--- config.mk ---
export PLATFORM = sky130hd
export DESIGN_NAME = voice_allocator
export DESIGN_NICKNAME = d
export VERILOG_FILES = /design/src/rtl/voice_allocator.sv
export SDC_FILE = /design/constraint.sdc
export NUM_CORES = 1
export LEC_CHECK = 0
export BUFFER_PORTS_ARGS = -buffer_cell sky130_fd_sc_hd__buf_2
export CORE_MARGIN = 2
export CORE_UTILIZATION = 50
export CTS_BUF_LIST = sky130_fd_sc_hd__clkbuf_4 sky130_fd_sc_hd__clkbuf_8
export CTS_CLUSTER_SIZE = 14
export DETAILED_ROUTE_END_ITERATION = 8
export PLACE_DENSITY = 0.71
export SYNTH_ARGS = -nofsm -noshare
export SYNTH_HDL_FRONTEND = slang
export SYNTH_SLANG_ARGS = --single-unit
--- constraint.sdc ---
create_clock -name clk -period 35.7 [get_ports clk]
set_input_delay 1.785 -clock clk [delete_from_list [all_inputs] [get_ports clk]]
set_output_delay 1.785 -clock clk [all_outputs]
set_load 0.01 [all_outputs]
--- src/rtl/voice_allocator.sv ---
// voice_allocator: maps key press/release events onto NUM_VOICES note slots.
// Define VOICE_STEAL_EN to overwrite the oldest slot when a note-on finds the table full.
module voice_allocator #(
  parameter int NUM_VOICES = 16,
  parameter int AGE_W = 8
) (
  input  logic clk,
  input  logic rst,
  input  logic ev_valid,
  output logic ev_ready,
  input  logic ev_on,
  input  logic [7:0] ev_note,
  input  logic all_off,
  output logic [8*NUM_VOICES-1:0] notes,
  output logic [NUM_VOICES-1:0] active_mask,
  output logic [$clog2(NUM_VOICES):0] voice_count,
  output logic overflow
);
  localparam int IW = $clog2(NUM_VOICES);
  localparam int CW = IW + 1;
  localparam logic [1:0] IDLE = 2'd0, SCAN = 2'd1, COMMIT = 2'd2;
`ifdef VOICE_STEAL_EN
  localparam bit STEAL = 1'b1;
`else
  localparam bit STEAL = 1'b0;
`endif
  logic [1:0] state_q, state_d;
  logic on_q;
  logic [7:0] note_q;
  logic [7:0] notes_q [NUM_VOICES];
  logic [7:0] notes_d [NUM_VOICES];
  logic [AGE_W-1:0] age_q [NUM_VOICES];
  logic [AGE_W-1:0] age_d [NUM_VOICES];
  logic match_hit, free_hit, old_hit, match_hit_q, free_hit_q;
  logic [IW-1:0] match_idx, free_idx, old_idx, match_idx_q, free_idx_q, old_idx_q, tgt;
  logic [AGE_W-1:0] old_age;
  logic [NUM_VOICES-1:0] mask_q, mask_d;
  logic [CW-1:0] count_q, count_d;
  logic overflow_q, overflow_d, wr, valid;
  logic [7:0] wnote;
  assign ev_ready = (state_q == IDLE) && !all_off && !rst;
  assign valid = !note_q[7] && note_q[6:4] >= 3'd2 && note_q[3:0] >= 4'd1 && note_q[3:0] <= 4'd12;
  assign active_mask = mask_q;
  assign voice_count = count_q;
  assign overflow = overflow_q;
  for (genvar v = 0; v < NUM_VOICES; v++) begin : g_out
    assign notes[8*v +: 8] = notes_q[v];
  end
  always_comb begin
    state_d = state_q == IDLE ? ((ev_valid && ev_ready) ? SCAN : IDLE) :
              state_q == SCAN ? COMMIT : IDLE;
  end
  // Lowest-index search for match/free; oldest uses strict > so ties keep the lower slot.
  always_comb begin
    match_hit = 1'b0;
    match_idx = '0;
    free_hit = 1'b0;
    free_idx = '0;
    old_hit = 1'b0;
    old_idx = '0;
    old_age = '0;
    for (int i = 0; i < NUM_VOICES; i++) begin
      if (!match_hit && notes_q[i] == note_q) begin
        match_hit = 1'b1;
        match_idx = IW'(i);
      end
      if (!free_hit && notes_q[i] == 8'h00) begin
        free_hit = 1'b1;
        free_idx = IW'(i);
      end
      if (notes_q[i] != 8'h00 && (!old_hit || age_q[i] > old_age)) begin
        old_hit = 1'b1;
        old_idx = IW'(i);
        old_age = age_q[i];
      end
    end
  end
  always_comb begin
    notes_d = notes_q;
    age_d = age_q;
    overflow_d = 1'b0;
    wr = 1'b0;
    wnote = 8'h00;
    tgt = match_hit_q ? match_idx_q : free_hit_q ? free_idx_q : old_idx_q;
    if (state_q == COMMIT && valid) begin
      wr = on_q ? (match_hit_q || free_hit_q || STEAL) : match_hit_q;
      overflow_d = on_q && !match_hit_q && !free_hit_q;
      wnote = on_q ? note_q : 8'h00;
    end
    if (wr) begin
      for (int i = 0; i < NUM_VOICES; i++)
        if (on_q && IW'(i) != tgt && notes_q[i] != 8'h00 && age_q[i] != '1)
          age_d[i] = age_q[i] + 1'b1;
      notes_d[tgt] = wnote;
      age_d[tgt] = '0;
    end
    mask_d = '0;
    count_d = '0;
    for (int i = 0; i < NUM_VOICES; i++) begin
      mask_d[i] = notes_d[i] != 8'h00;
      count_d = count_d + CW'(mask_d[i]);
    end
  end
  always_ff @(posedge clk) begin
    if (rst || all_off) begin
      state_q <= IDLE;
      on_q <= 1'b0;
      note_q <= 8'h00;
      notes_q <= '{default: '0};
      age_q <= '{default: '0};
      match_hit_q <= 1'b0;
      free_hit_q <= 1'b0;
      match_idx_q <= '0;
      free_idx_q <= '0;
      old_idx_q <= '0;
      mask_q <= '0;
      count_q <= '0;
      overflow_q <= 1'b0;
    end else begin
      state_q <= state_d;
      if (state_q == IDLE && ev_valid) begin
        on_q <= ev_on;
        note_q <= ev_note;
      end
      if (state_q == SCAN) begin
        match_hit_q <= match_hit;
        free_hit_q <= free_hit;
        match_idx_q <= match_idx;
        free_idx_q <= free_idx;
        old_idx_q <= old_idx;
      end
      notes_q <= notes_d;
      age_q <= age_d;
      mask_q <= mask_d;
      count_q <= count_d;
      overflow_q <= overflow_d;
    end
  end
endmodule
After elaboration in Yosys (flattened, before gate mapping)
Cells that the tools add are included.

cells by class
  equality and inequality tests = 49
  add/subtract/negate cells = 31
  reductions and logical operators = 222
  bitwise logic cells = 4
  $lt $le $gt $ge = 20
  mux-type cells = 152

operators with widths
  operator                                            number
  2-to-1 mux 8 bit                                    50
  nonzero test 8 bit                                  32
  2-to-1 mux 4 bit                                    44
  adder 8 x 1 -> 8 bit, second input constant         16
  bitwise AND 128 bit                                 1
  bitwise mux 128 bit                                 1
  == test 8 bit                                       16
  zero test 8 bit                                     16
  2-to-1 mux 128 bit                                  1
  != test 8 bit, second input constant                16
  inverter 128 bit                                    1
  > comparator 8 bit                                  15
  logical AND 1 bit                                   104
  adder 5 x 1 -> 5 bit                                11
  2-to-1 mux 1 bit                                    53
  zero test 1 bit                                     50
  demux 8 bit (select 4 bit)                          1
  != test 4 bit, first input constant                 8
  logical OR 1 bit                                    17
  != test 3 x 4 -> 1 bit, first input constant        4
  != test 2 x 4 -> 1 bit, first input constant        2
  adder 4 x 1 -> 5 bit                                1
  >= comparator 5 bit, second input constant          1
  < comparator 5 x 1 -> 1 bit, second input constant  1
  15 further kinds                                    16

storage, ports and cells
  output and inout port bits = 151
  flip-flop bits (word level) = 303
  logic and storage cells = 521
  input port bits = 13

Longest topological paths before layout
  depth after elaboration = 62
  mapped depth = 154
  depth with buffers taken out = 144

Least setup slack after synthesis
Ideal clock, no wire load.

  path type = register to register
  start = reg notes_q, in the netlist notes[1]
  end = reg old_idx_q[3]
  buffers on the path = 11
  setup time = 124 ps
  required time = 35576 ps
  cell stages (with the launch flop) = 143
  path slack = 8062 ps
  data arrival time = 27514 ps
  clock period less this slack = 27638 ps
  cells stage by stage = dfxtp_1 > nor4_2 > nand2_1 > clkbuf_1 > nand2_1 > ha_1 > and4_1 > o2111ai_1 > nand3_1 > o21ai_0 > a21oi_1 > clkbuf_1 > nand2_1 > o21ai_0 > inv_1 > ha_1 > nor2b_1 > o211ai_1 > (+107 left out) > o21ai_0 > a21boi_1 > or2_1 > buf_6 > o221a_1 > ha_1 > nor2b_1 > o21a_1 > o21ai_0 > nand2b_1 > a21oi_1 > o21ai_0 > o21ai_0 > o21ai_0 > a21oi_1 > nand2b_1 > nor3_1 > a21oi_1

between the ends
  longest elaborated chain between the ends = 62
  elaborated cells on any way between the ends = 104
  classes of those cells = 15 x order compare; 43 x mux; 46 x reduce/logical

RTL lines
  what                                                          line  source
  from (decl)                                                   30    logic [7:0] notes_q [NUM_VOICES];
  from (signal assigned)                                        132   notes_q <= notes_d;
  nonzero test 8 bit (*)                                        71    if (notes_q[i] != 8'h00 && (!old_hit || age_q[i] > old_age)) begin
  2-to-1 mux 8 bit / 2-to-1 mux 1 bit (equally long branches)   71
  > comparator 8 bit / zero test 1 bit (equally long branches)  71
  logical OR 1 bit                                              71
  logical AND 1 bit                                             71
  2-to-1 mux 8 bit / 2-to-1 mux 1 bit (equally long branches)   71
  > comparator 8 bit / zero test 1 bit (equally long branches)  71
  logical OR 1 bit                                              71
  (+46 left out)                                                -
  > comparator 8 bit / zero test 1 bit (equally long branches)  71
  logical OR 1 bit                                              71
  logical AND 1 bit                                             71
  2-to-1 mux 8 bit / 2-to-1 mux 1 bit (equally long branches)   71
  > comparator 8 bit / zero test 1 bit (equally long branches)  71
  logical OR 1 bit                                              71
  logical AND 1 bit                                             71
  2-to-1 mux 4 bit (*)                                          71
  to (signal assigned)                                          130   old_idx_q <= old_idx;
  to (decl)                                                     35    logic [IW-1:0] match_idx, free_idx, old_idx, match_idx_q, free_idx_q, old_idx_q, tgt;

Every way passes the cells marked *; elsewhere a longest branch is shown, timed or not.
A chain may end at the register's enable or synchronous reset.

Worst setup path after layout
  start = reg notes_q, in the netlist notes[4]
  end = reg old_idx_q[2]

The elaborated chain is that of the path after synthesis.

==> metrics.txt <==
PwrDens=33.3 mW/mm^2; hold buffer count at cts=0; chip height=200 um; die area=0.0399 sq mm; Synth cell types=89; clk_lat worst skew=0.66 ns; Vias=18200; ant diodes=0; synth warn=0; core area=0.0377 sq mm; worst hold margin=0.456 ns; # fillers=3491; leakage power=8.88 nW; first-pass GRT wire length=92.9 mm; worst setup margin=4.13 ns; Setup-failing EPs final=0; register area=0.00607 sq mm; Syn Area/Cell=7.91 sq um; CTS tree=yes; final net count=2724; CTS Buffer Depth=3; initial antenna violation count=0; CTS clk-pin slew, worst paths=0.07 ns; # Max-Cap Violations=0; Final Hold Fails=0; Pint=0.546 mW; share of cells above drive strength 1=14.0%; Worst Path Max Fanout=19; Post-Syn Instances=2423; H-tree Lvls=2; EDFF count, synth=0; #FFs+latches synth=303; total grt overflow=0; # resized after CTS=0; multi-input combinational cell area=0.0124 sq mm; cell mode on critical path=ha_1; Setup WS pre-CTS=4.48 ns; Slowest cell on crit path=a21oi_1; Root Driver=clkbuf_8; Cell Area, Synth=0.0192 sq mm; Num CTS Buffers=53; drt total wl=60.8 mm; Setup CP Type=reg2reg; Clk network pwr share=48.9%; setup TNS=0 ns; cell row count=71; Tot GR Track Use=29.9%; largest net degree at the start of global routing=58; hpwl dp=44.3 mm; Crit path required time=36.22 ns; postcts setup bufs=0; vias in the first global route=17000; WP data arrival=32.10 ns; I/O Buffers=163; Main synth FF type=dfxtp_1; Die W=200 um; minimum clock period=31.57 ns; slowest stage delay, CP=0.75 ns; Worst Skew=0.0221 ns; Reg power frac=47.3%; Final Slew Violations=0; CP endpoint kind=flop; commonest non-fill, non-tap cell in the layout=nor2_1; Remaining DRCs=0; TritonRoute pass-1 iters=7; Mapped Nets=2579; DP Cell Count=3024; final std cells w/o fill=3116; worst-margin pin slew=1.07 ns; Area Growth Syn to Fin=12.5%; DRT iter0 DRCs=1358; period utilisation layout=88.4%; Comb pwr share=3.8%; Max VDD drop=0.0341 mV; Max Clk Rate=0.0317 GHz; Final Wtd Congestion=0.928; TritonCTS Sinks=303; switching power=0.172 mW; CP startpoint kind=flop; Initial Util=50.9%; sequential element share of the synthesized area=31.6%; sw frac=24.0%; via-per-instance ratio=5.83; type of the most critical hold path=reg2reg; drt wl/cell=19.5 um; RSZ-0062 raised after global routing=no; Slew headroom=28.6%; status=complete, no violations; most frequent cells in the layout=nor2_1, dfxtp_1, nand2_1, a21oi_1, buf_2; Routed Antenna Nets=0; ys async rst share=0%; Ports=164
-- final cells by class --
| type | count | area share (%) |
|---|---|---|
| clock inverters | 10 | 0.522 |
| clock buffers | 82 | 4.83 |
| repair buffers | 180 | 4.37 |
| well taps | 511 | 2.96 |
| inverters | 109 | 1.90 |
| flip-flops and latches | 303 | 28.1 |
| multi-input cells | 1921 | 57.3 |
-- synthesized netlist by cell type (all sizes together) (10+ instances only) --
library cell,n,share of area (%)
nor2b,18,0.59
a21o,29,1.1
or3,13,0.42
mux2,56,3.3
o21a,13,0.51
a21oi,197,5.1
fa,10,1.0
a211oi,10,0.39
nor3,33,0.86
nand4,74,2.4
xnor2,136,6.2
nand2b,13,0.42
and2,29,0.96
clkbuf,80,1.6
nand3,56,1.5
dfxtp,303,32
inv,109,2.1
nor4,48,1.9
nand2,232,4.5
and3,37,1.2
o211ai,19,0.82
ha,133,8.7
o21ai,91,2.4
xor2,99,4.5
nor2,443,8.7
mux2i,29,1.6
buf,10,0.27
-- sequential cells by signal, indices dropped and copies added (netlist names), 4 cells and up --
| register | count |
|---|---|
| old_idx_q | 4 |
| age_q | 128 |
| match_idx_q | 4 |
| free_idx_q | 4 |
| active_mask | 16 |
| notes | 128 |
| note_q | 8 |
| voice_count | 5 |
-- final timing paths --
check	slack, ns	from	end	cells after the start
setup / recovery	4.13	notes[4]	old_idx_q[2]	135
hold / removal	0.46	free_idx_q[3]	free_idx_q[3]	2
hold reg to reg	0.46	free_idx_q[3]	free_idx_q[3]	2
setup reg to reg	4.13	notes[4]	old_idx_q[2]	135
-- power groups by stage --
| stage | combinational (mW) | clock, mW | sequential (mW) |
|---|---|---|---|
| floorplan | 0.0176 | 0 | 0.347 |
| global placement | 0.0262 | 0 | 0.347 |
| detailed placement | 0.0266 | 0 | 0.347 |
| CTS | 0.0267 | 0.355 | 0.339 |
| global route | 0.0292 | 0.369 | 0.339 |
| finish | 0.0274 | 0.351 | 0.340 |
-- per-layer routing --
layer  vias up  routed length, um  track usage [%]
met5         -                  0                0
met4         0               2410             13.1
met3       161               4380             6.30
met2       669              28000             48.5
met1      8648              26000             38.4
li1       8675                  -                -
-- cell families (layout without fill, tap and decap cells) --
| kind of cell | Yosys count | in the layout | synth area share, % |
|---|---|---|---|
| xor gates and xnor gates | 235 | 235 | 10.7 |
| adders and majority gates | 144 | 144 | 9.78 |
| buffers and inverters | 199 | 381 | 3.97 |
| muxes | 85 | 85 | 4.93 |
| and+or+nand+nor | 1019 | 1019 | 24.4 |
| AOI/OAI and AO/OA | 438 | 438 | 14.5 |
| DFF | 303 | 303 | 31.6 |
-- per-stage QoR --
step                      instance area, sq um  util, %  total power, mW
final                                    21600     57.3            0.718
after floorplan                          19200        -            0.364
after CTS                                21600     57.3            0.721
after detailed placement                 20400     54.2            0.373
after global placement                   20400     54.2            0.373
after global routing                     21600     57.3            0.737
-- critical path: cells and delay by family (launching register included) --
kind / cells / cell delay [ns]
flip-flops: 1 / 0.34
adder cells (fa/ha/maj): 15 / 3.86
AND/OR/NAND/NOR: 37 / 6.93
multiplexers: 8 / 3.22
AO/OA/AOI/OAI: 65 / 15.92
buffers and inverters: 10 / 1.16
(Power assumes the default switching activity.)
